--- src/rtl/traffic_light_ctrl_if.sv ---
// Lane arrival counts in, per-lane lamps and active lane out.
// master drives the car counts, slave is the controller.
interface traffic_light_ctrl_if;
    logic [1:0] car1;
    logic [1:0] car2;
    logic [1:0] car3;
    logic [2:0] light1;
    logic [2:0] light2;
    logic [2:0] light3;
    logic [1:0] active_lane;

    modport master (
        output car1, car2, car3,
        input  light1, light2, light3, active_lane
    );

    modport slave (
        input  car1, car2, car3,
        output light1, light2, light3, active_lane
    );
endinterface

--- src/rtl/traffic_light_ctrl.sv ---
// Three-lane round-robin traffic light controller.
// Green time scales with cars queued since the lane was last released.
module traffic_light_ctrl #(
    parameter int TICK_DIV      = 50000000,
    parameter int GREEN_BASE    = 5,
    parameter int GREEN_PER_CAR = 2,
    parameter int YELLOW_TIME   = 3,
    parameter int ALLRED_TIME   = 1
) (
    input  logic                 clk,
    input  logic                 reset,
    traffic_light_ctrl_if.slave  bus
);
    localparam logic [1:0] S_ALLRED = 2'd0;
    localparam logic [1:0] S_GREEN  = 2'd1;
    localparam logic [1:0] S_YELLOW = 2'd2;

    localparam int GMAX = GREEN_BASE + 3 * GREEN_PER_CAR;
    localparam int TM1  = (GMAX > YELLOW_TIME) ? GMAX : YELLOW_TIME;
    localparam int TMAX = (TM1 > ALLRED_TIME) ? TM1 : ALLRED_TIME;
    localparam int TW   = $clog2(TMAX + 1);
    localparam int PW   = $clog2(TICK_DIV);

    logic [PW-1:0] r_pre;
    logic [1:0]    r_state;
    logic [TW-1:0] r_timer;
    logic [1:0]    r_snap1, r_snap2, r_snap3;
    logic [1:0]    r_last;
    logic [1:0]    r_active;
    logic [2:0]    r_light1, r_light2, r_light3;

    logic          w_tick, w_expire;
    logic [1:0]    w_pend1, w_pend2, w_pend3;
    logic          w_has1, w_has2, w_has3;
    logic [1:0]    w_pick, w_pick_pend;
    logic [TW-1:0] w_gload;
    logic [1:0]    w_state_nx;
    logic [TW-1:0] w_timer_nx;
    logic [1:0]    w_active_nx;
    logic [1:0]    w_last_nx;
    logic          w_snap_upd;
    logic [2:0]    w_light1, w_light2, w_light3;

    assign w_tick   = (r_pre == PW'(TICK_DIV - 1));
    assign w_expire = w_tick && (r_timer == TW'(1));

    // modulo-4 difference: a 3->0 wrap still counts as one arrival
    assign w_pend1 = bus.car1 - r_snap1;
    assign w_pend2 = bus.car2 - r_snap2;
    assign w_pend3 = bus.car3 - r_snap3;
    assign w_has1  = |w_pend1;
    assign w_has2  = |w_pend2;
    assign w_has3  = |w_pend3;

    always_comb begin
        w_pick = 2'd0;
        unique case (r_last)
            2'd1: begin
                if (w_has2)      w_pick = 2'd2;
                else if (w_has3) w_pick = 2'd3;
                else if (w_has1) w_pick = 2'd1;
            end
            2'd2: begin
                if (w_has3)      w_pick = 2'd3;
                else if (w_has1) w_pick = 2'd1;
                else if (w_has2) w_pick = 2'd2;
            end
            default: begin
                if (w_has1)      w_pick = 2'd1;
                else if (w_has2) w_pick = 2'd2;
                else if (w_has3) w_pick = 2'd3;
            end
        endcase
    end

    always_comb begin
        w_pick_pend = 2'd0;
        unique case (w_pick)
            2'd1:    w_pick_pend = w_pend1;
            2'd2:    w_pick_pend = w_pend2;
            2'd3:    w_pick_pend = w_pend3;
            default: w_pick_pend = 2'd0;
        endcase
    end

    assign w_gload = TW'(GREEN_BASE)
                   + TW'(GREEN_PER_CAR) * TW'(w_pick_pend);

    always_comb begin
        w_state_nx  = r_state;
        w_timer_nx  = r_timer;
        w_active_nx = r_active;
        w_last_nx   = r_last;
        w_snap_upd  = 1'b0;
        if (w_tick && !w_expire)
            w_timer_nx = r_timer - TW'(1);
        unique case (r_state)
            S_GREEN: begin
                if (w_expire) begin
                    w_state_nx = S_YELLOW;
                    w_timer_nx = TW'(YELLOW_TIME);
                    w_snap_upd = 1'b1;
                end
            end
            S_YELLOW: begin
                if (w_expire) begin
                    w_state_nx  = S_ALLRED;
                    w_timer_nx  = TW'(ALLRED_TIME);
                    w_last_nx   = r_active;
                    w_active_nx = 2'd0;
                end
            end
            default: begin
                if (w_expire) begin
                    if (w_pick != 2'd0) begin
                        w_state_nx  = S_GREEN;
                        w_timer_nx  = w_gload;
                        w_active_nx = w_pick;
                    end else begin
                        w_timer_nx  = TW'(1);
                    end
                end
            end
        endcase
    end

    function automatic logic [2:0] lamp(
        input logic [1:0] st,
        input logic       hit
    );
        if (!hit)           return 3'b100;
        if (st == S_GREEN)  return 3'b001;
        if (st == S_YELLOW) return 3'b010;
        return 3'b100;
    endfunction

    assign w_light1 = lamp(w_state_nx, w_active_nx == 2'd1);
    assign w_light2 = lamp(w_state_nx, w_active_nx == 2'd2);
    assign w_light3 = lamp(w_state_nx, w_active_nx == 2'd3);

    always_ff @(posedge clk) begin
        if (reset) begin
            r_pre    <= '0;
            r_state  <= S_ALLRED;
            r_timer  <= TW'(ALLRED_TIME);
            r_snap1  <= 2'd0;
            r_snap2  <= 2'd0;
            r_snap3  <= 2'd0;
            r_last   <= 2'd3;
            r_active <= 2'd0;
            r_light1 <= 3'b100;
            r_light2 <= 3'b100;
            r_light3 <= 3'b100;
        end else begin
            r_pre    <= w_tick ? '0 : r_pre + PW'(1);
            r_state  <= w_state_nx;
            r_timer  <= w_timer_nx;
            r_last   <= w_last_nx;
            r_active <= w_active_nx;
            r_light1 <= w_light1;
            r_light2 <= w_light2;
            r_light3 <= w_light3;
            if (w_snap_upd) begin
                if (r_active == 2'd1) r_snap1 <= bus.car1;
                if (r_active == 2'd2) r_snap2 <= bus.car2;
                if (r_active == 2'd3) r_snap3 <= bus.car3;
            end
        end
    end

    assign bus.light1      = r_light1;
    assign bus.light2      = r_light2;
    assign bus.light3      = r_light3;
    assign bus.active_lane = r_active;
endmodule

--- src/flat_wrapper.sv ---
// flat-port wrapper written by rule: the top's interface ports become plain ports
module traffic_light_ctrl_flat 
#(
    parameter int TICK_DIV      = 50000000,
    parameter int GREEN_BASE    = 5,
    parameter int GREEN_PER_CAR = 2,
    parameter int YELLOW_TIME   = 3,
    parameter int ALLRED_TIME   = 1
)
  (clk, reset, bus_car1, bus_car2, bus_car3, bus_light1, bus_light2, bus_light3, bus_active_lane);
  traffic_light_ctrl_if bus_i ();
  input  logic clk;
  input  logic reset;
  input wire logic [$bits(bus_i.car1)-1:0] bus_car1;
  input wire logic [$bits(bus_i.car2)-1:0] bus_car2;
  input wire logic [$bits(bus_i.car3)-1:0] bus_car3;
  output wire logic [$bits(bus_i.light1)-1:0] bus_light1;
  output wire logic [$bits(bus_i.light2)-1:0] bus_light2;
  output wire logic [$bits(bus_i.light3)-1:0] bus_light3;
  output wire logic [$bits(bus_i.active_lane)-1:0] bus_active_lane;
  assign bus_i.car1 = bus_car1;
  assign bus_i.car2 = bus_car2;
  assign bus_i.car3 = bus_car3;
  assign bus_light1 = bus_i.light1;
  assign bus_light2 = bus_i.light2;
  assign bus_light3 = bus_i.light3;
  assign bus_active_lane = bus_i.active_lane;
  traffic_light_ctrl #(.TICK_DIV(TICK_DIV), .GREEN_BASE(GREEN_BASE), .GREEN_PER_CAR(GREEN_PER_CAR), .YELLOW_TIME(YELLOW_TIME), .ALLRED_TIME(ALLRED_TIME)) u_core (.clk(clk), .reset(reset), .bus(bus_i));
endmodule
--- config.mk ---
export PLATFORM = sky130hd
export DESIGN_NAME = traffic_light_ctrl_flat
export DESIGN_NICKNAME = d
export VERILOG_FILES = /design/src/rtl/traffic_light_ctrl_if.sv /design/src/rtl/traffic_light_ctrl.sv /design/src/flat_wrapper.sv
export SDC_FILE = /design/constraint.sdc
export NUM_CORES = 1
export LEC_CHECK = 0
export BUFFER_PORTS_ARGS = -buffer_cell sky130_fd_sc_hd__buf_2
export CAP_MARGIN = 20
export CORE_AREA = 2 2 91 58
export CTS_CLUSTER_DIAMETER = 80
export DETAILED_ROUTE_END_ITERATION = 6
export DIE_AREA = 0 0 93 60
export PLACE_DENSITY = 0.76
export SYNTH_ARGS = -nofsm -noshare
export SYNTH_HDL_FRONTEND = slang
export SYNTH_SLANG_ARGS = --single-unit
export TNS_END_PERCENT = 10
--- constraint.sdc ---
create_clock -name clk -period 3.1 [get_ports clk]
set_clock_uncertainty 0.15 [all_clocks]
set_input_delay 0 -clock clk [delete_from_list [all_inputs] [get_ports clk]]
set_output_delay 0 -clock clk [all_outputs]
set_load 0.02 [all_outputs]
; ---- Yosys cells after proc, flatten, opt, wreduce, memory -nomap -nowiden
; Cells that the tools add are included.
[word_totals]
wordCells = 103
ram_bits = 0
latchBits = 0
output_inout_bits = 11
rom_bits = 0
n_memories = 0
input_bits = 8
reg_bits = 51
[op_classes]
div = 0
n_reduce_logical = 12
n_shift = 0
n_eq_ne = 17
mux = 57
addsub = 6
magnitude_cmp = 0
n_bitwise = 0
mul = 0
[ops]
columns = operator, count
row1 = 2-to-1 mux 3 bit, 18
row2 = 2-to-1 mux 2 bit, 15
row3 = adder 26 x 1 -> 26 bit (second input constant), 1
row4 = == test 26 bit (second input constant), 1
row5 = 2-to-1 mux 4 bit, 5
row6 = == test 2 bit (second input constant), 9
row7 = 2-to-1 mux 1 bit, 14
row8 = == test 2 x 1 -> 1 bit (second input constant), 6
row9 = one-hot mux 2 bit (2 select lines), 3
row10 = one-hot mux 4 bit (2 select lines), 1
row11 = AND reduction 2 bit, 4
row12 = OR reduction 2 bit, 4
row13 = one-hot mux 2 bit (3 select lines), 1
row14 = subtractor 2 bit, 3
row15 = adder 3 x 3 -> 4 bit (first input constant), 1
row16 = == test 4 x 1 -> 1 bit (second input constant), 1
row17 = subtractor 4 x 1 -> 4 bit (second input constant), 1
row18 = logical AND 1 bit, 2
row19 = nonzero test 2 bit, 1
row20 = logical NOT 1 bit, 1

; ---- Logic depth before layout (Yosys ltp)
[depth]
ltp_word = 18
mapped_depth = 12

; ---- Least setup slack after synthesis
; Ideal clock, no wire load.
[synth_path]
path_type = register to register
startpoint = register u_core.r_last[0]
endpoint = register u_core.r_light3[2] (netlist: u_core.bus.light3[2])
t_required_ns = 2.816
arrival_ns = 2.553
path_stages_with_launch = 10
setup_slack_ns = 0.263
n_path_buf = 0
period_less_slack_ns = 2.837
path_cell_list = dfxtp_1 -> inv_1 -> ha_1 -> or2_2 -> a31oi_2 -> a221oi_4 -> nand2b_1 -> a22oi_1 -> ha_1 -> or4_1
[synth_between]
elab_chain_len = 13
[synth_lines]
columns = element, line
row1 = "start, declared", traffic_light_ctrl.sv:28  ; logic [1:0] r_last;
row2 = "start signal, assigned", traffic_light_ctrl.sv:158  ; r_last <= w_last_nx;
row3 = == test 2 bit or == test 2 x 1 -> 1 bit (tied branches), traffic_light_ctrl.sv:57  ; unique case (r_last)
row4 = one-hot mux 2 bit (2 select lines) *, traffic_light_ctrl.sv:57
row5 = nonzero test 2 bit, traffic_light_ctrl.sv:115  ; if (w_pick != 2'd0) begin
row6 = 2-to-1 mux 2 bit, traffic_light_ctrl.sv:115
row7 = 2-to-1 mux 2 bit, traffic_light_ctrl.sv:114  ; if (w_expire) begin
row8 = one-hot mux 2 bit (2 select lines), traffic_light_ctrl.sv:97  ; unique case (r_state)
row9 = == test 2 bit, traffic_light_ctrl.sv:133  ; if (st == S_YELLOW) return 3'b010;
row10 = 2-to-1 mux 1 bit (2 in a row), traffic_light_ctrl.sv:133
row11 = 2-to-1 mux 1 bit, traffic_light_ctrl.sv:132  ; if (st == S_GREEN) return 3'b001;
row12 = 2-to-1 mux 3 bit, traffic_light_ctrl.sv:134  ; return 3'b100;
row13 = 2-to-1 mux 3 bit, traffic_light_ctrl.sv:133
row14 = 2-to-1 mux 3 bit *, traffic_light_ctrl.sv:132
row15 = "end signal, assigned", traffic_light_ctrl.sv:162  ; r_light3 <= w_light3;
row16 = "end, declared", traffic_light_ctrl.sv:30  ; logic [2:0] r_light1, r_light2, r_light3;
; Mark *: on every way between the ends. The rest lies on a longest branch, timed or not. The select of a mux whose other input is x is not followed.
; A chain may end at the register's enable or synchronous reset.

; ---- Worst setup path in the final report
; Same ends and word-level chain as after synthesis.

==> metrics.txt <==
Reg area=1021 um^2; count leader, synth=dfxtp_1; Antenna Cells=0; total track usage=0.2178; Iter 0 DRT Violations=210; Area Growth Syn to Fin=14.67%; VDD IR max=0.0002206 V; I/O pins=19; P_sw=0.2653 mW; Setup crit end kind=flip-flop; crit path DAT=2.93 ns; share of the synthesized area in the top cell type=0.3801; Synth Net Count=312; drt drc=0; number of global-route vias before repair=1955; Max Freq=346.6 MHz; Finish-stage setup viols=0; fill cell count=420; placer congestion estimate=0.8236; fin crit period=2.885 ns; vias=2147; H-tree depth reported by CTS=2; CTS clk-pin slew, worst paths=0.10 ns; total power=1.108 mW; Die X=93 um; MaxCap Viol Count=0; Post-Place Setup Slack=0.1913 ns; layout cells sized above 1=0.1616; largest net degree at the start of global routing=26; ys async rst share=0; worst r2r src=u_core.r_last[0]$_SDFFE_PP1P_; pwr dens=359.7 nW/um^2; Yosys cell types=58; r2r endpoint=u_core.bus.light3[2]$_SDFF_PP1_; Port Buffers=18; number of flops mapped to enable cells by yosys=0; core area=4805 um^2; vias per inst=5.449; Hold Slack=0.3232 ns; Cell Count, Final, Fillers Out=394; Sw Ratio=0.2394; Worst R2R Path Depth=9; min-delay src=u_core.r_pre[0]$_SDFF_PP0_; setup slack, reg-to-reg=0.21 ns; utilization after layout=0.6411; DIE AREA=5580 um^2; total gr overflow=0; Comb power frac=0.054; Cell Rows=20; worst hold stages=1; Clock Latency Late Sink=0.31 ns; Post-Syn Area=2686 um^2; synth top area cells=dfxtp_1 38%, nor2_1 6.4%, xor2_1 5.9%; Vert. Die Dim=60 um; CTS tree=built; worst-margin pin slew=0.5484 ns; total clock sinks=51; Commonest cells post-synth=51 x dfxtp_1, 46 x nor2_1, 19 x inv_1, 18 x xor2_1, 15 x nand2_1; ratio of final minimum period to clock period=0.9307; first-pass GRT wire length=9.259 mm; initial antenna violation count=0; Reg power frac=0.597; HPWL after detailed placement=3.925 mm; Multi-input gate area=1553 um^2; hold endpoint=u_core.r_pre[0]$_SDFF_PP0_; Pre-antenna DRT Iters=4; total leakage power=1.253 nW; Final Hold Viols=0; cell-internal power=0.8427 mW; Routed WL=5.646 mm; Cells after Synth=292; register bit total from synthesis=51; Max Fanout on Critical Path=5; outcome=finished clean; Worst Setup Slack, final=0.2150 ns; required time of the worst setup path=3.15 ns; Starting Density=0.5591; sequential area share after synthesis=0.3801; Yosys top cell by area=dfxtp_1; RSZ-0062 raised after global routing=no; Warnings, synthesis=0; Clock Power Share=0.350; Max Slew Vio Count=0; Syn Area/Cell=9.200 um^2; number of buffers created by CTS=5; setup_tns=0 ns; wire length per cell=14.33 um; Rel. slew slack=0.6310; placed cells=373; root buf cell=clkbuf_8; nature of the critical path startpoint=flip-flop; Area after DPL=2858 um^2; Detail Route Antenna Nets=0; Total Nets Final=347; Synth Flop Type=dfxtp_1; CP Class=flip-flop to flip-flop; post-route cell area=3080 um^2; clk buf depth=2; HP Class=flip-flop to flip-flop
==> worst max-delay path by stage <==
stage                                 endpoint  slack (ns)  cells after the start                          start
2_1_floorplan  u_core.bus.light3[2]$_SDFF_PP1_        0.26                      9  u_core.r_last[0]$_SDFFE_PP1P_
6_report       u_core.bus.light3[2]$_SDFF_PP1_        0.21                      9  u_core.r_last[0]$_SDFFE_PP1P_
5_1_grt        u_core.bus.light3[2]$_SDFF_PP1_        0.08                      9  u_core.r_last[0]$_SDFFE_PP1P_
4_1_cts        u_core.bus.light3[2]$_SDFF_PP1_        0.14                      9  u_core.r_last[0]$_SDFFE_PP1P_
3_3_place_gp   u_core.bus.light3[2]$_SDFF_PP1_        0.26                      9  u_core.r_last[0]$_SDFFE_PP1P_
3_5_place_dp   u_core.bus.light3[2]$_SDFF_PP1_        0.19                      9  u_core.r_last[0]$_SDFFE_PP1P_
==> cells in the final DEF (no fill, tap or decap), types with 2 or more instances in the layout <==
| cell | count |
|---|---|
| a211oi_1 | 2 |
| a311o_1 | 2 |
| xnor2_1 | 6 |
| buf_2 | 18 |
| nand2b_1 | 3 |
| xor2_1 | 18 |
| dlygate4sd3_1 | 13 |
| o21ai_0 | 4 |
| a31oi_1 | 3 |
| and3_1 | 4 |
| xor3_1 | 2 |
| and2_1 | 3 |
| inv_1 | 19 |
| nand2_1 | 15 |
| or2_2 | 2 |
| nand3b_1 | 4 |
| nor4b_2 | 2 |
| clkinv_2 | 2 |
| nor3b_1 | 4 |
| clkbuf_8 | 5 |
| a21oi_1 | 6 |
| nand3_1 | 14 |
| dfxtp_1 | 51 |
| ha_1 | 12 |
| and4_1 | 5 |
| buf_4 | 6 |
| a21o_1 | 2 |
| nor3_1 | 9 |
| nor2_1 | 46 |
| mux2i_1 | 8 |
| nand4_1 | 9 |
==> critical path: stages, from the launching register on <==
cell,delay [ns]
dfxtp_1,0.34
inv_1,0.06
ha_1,0.30
or2_2,0.32
a31oi_2,0.26
a221oi_4,0.12
nand2b_1,0.24
a22oi_2,0.21
ha_1,0.28
or4_1,0.49
==> sequential cells by signal, indices dropped and copies added, names as in the netlist <==
register / cells
u_core.bus.active_lane: 2
u_core.bus.light1: 3
u_core.bus.light2: 3
u_core.bus.light3: 3
u_core.r_last: 2
u_core.r_pre: 26
u_core.r_snap1: 2
u_core.r_snap2: 2
u_core.r_snap3: 2
u_core.r_state: 2
u_core.r_timer: 4
==> layout make-up <==
class / count / share of cell area
Clock buffer: 5 / 0.02234
Clock inverter: 3 / 0.006093
Inverter: 19 / 0.02315
Multi-Input combinational cell: 213 / 0.5041
Sequential cell: 51 / 0.3314
Tap cell: 66 / 0.02681
Timing Repair Buffer: 37 / 0.08611
==> power by group through the flow <==
stage                     clock network, mW  registers (mW)  logic (mW)
final                                 0.388           0.661      0.0593
after global routing                  0.421           0.662      0.0651
after CTS                             0.397           0.661      0.0582
after detailed placement                  0           0.676      0.0512
after global placement                    0           0.676      0.0499
after floorplan                           0           0.676      0.0386
==> cell families (layout without fill, tap and decap cells) <==
logic type / count (synthesis) / count (layout) / synth area share
muxes: 8 / 8 / 0.02981
AOI/OAI and AO/OA: 34 / 34 / 0.1174
adders and majority gates: 12 / 12 / 0.05589
DFF: 51 / 51 / 0.3801
xor gates and xnor gates: 27 / 27 / 0.1048
and+or+nand+nor: 132 / 132 / 0.2683
buffers and inverters: 28 / 64 / 0.04378
==> routing by layer <==
layer / wire length, um / share of wire / track usage
met4: 59 / 0.010 / 0.05462
met1: 2862 / 0.51 / 0.3179
met5: 0 / 0 / 0
met3: 354 / 0.063 / 0.05801
met2: 2369 / 0.42 / 0.3219
==> what timing repair did <==
item                                    CTS  global route
setup buffers                             0             0
hold buffers                             13             0
endpoints found under the setup margin    0             1
endpoints found under the hold margin    12             0
resized for setup                         0             1
No activity file was read; power rests on OpenSTA's default activity.
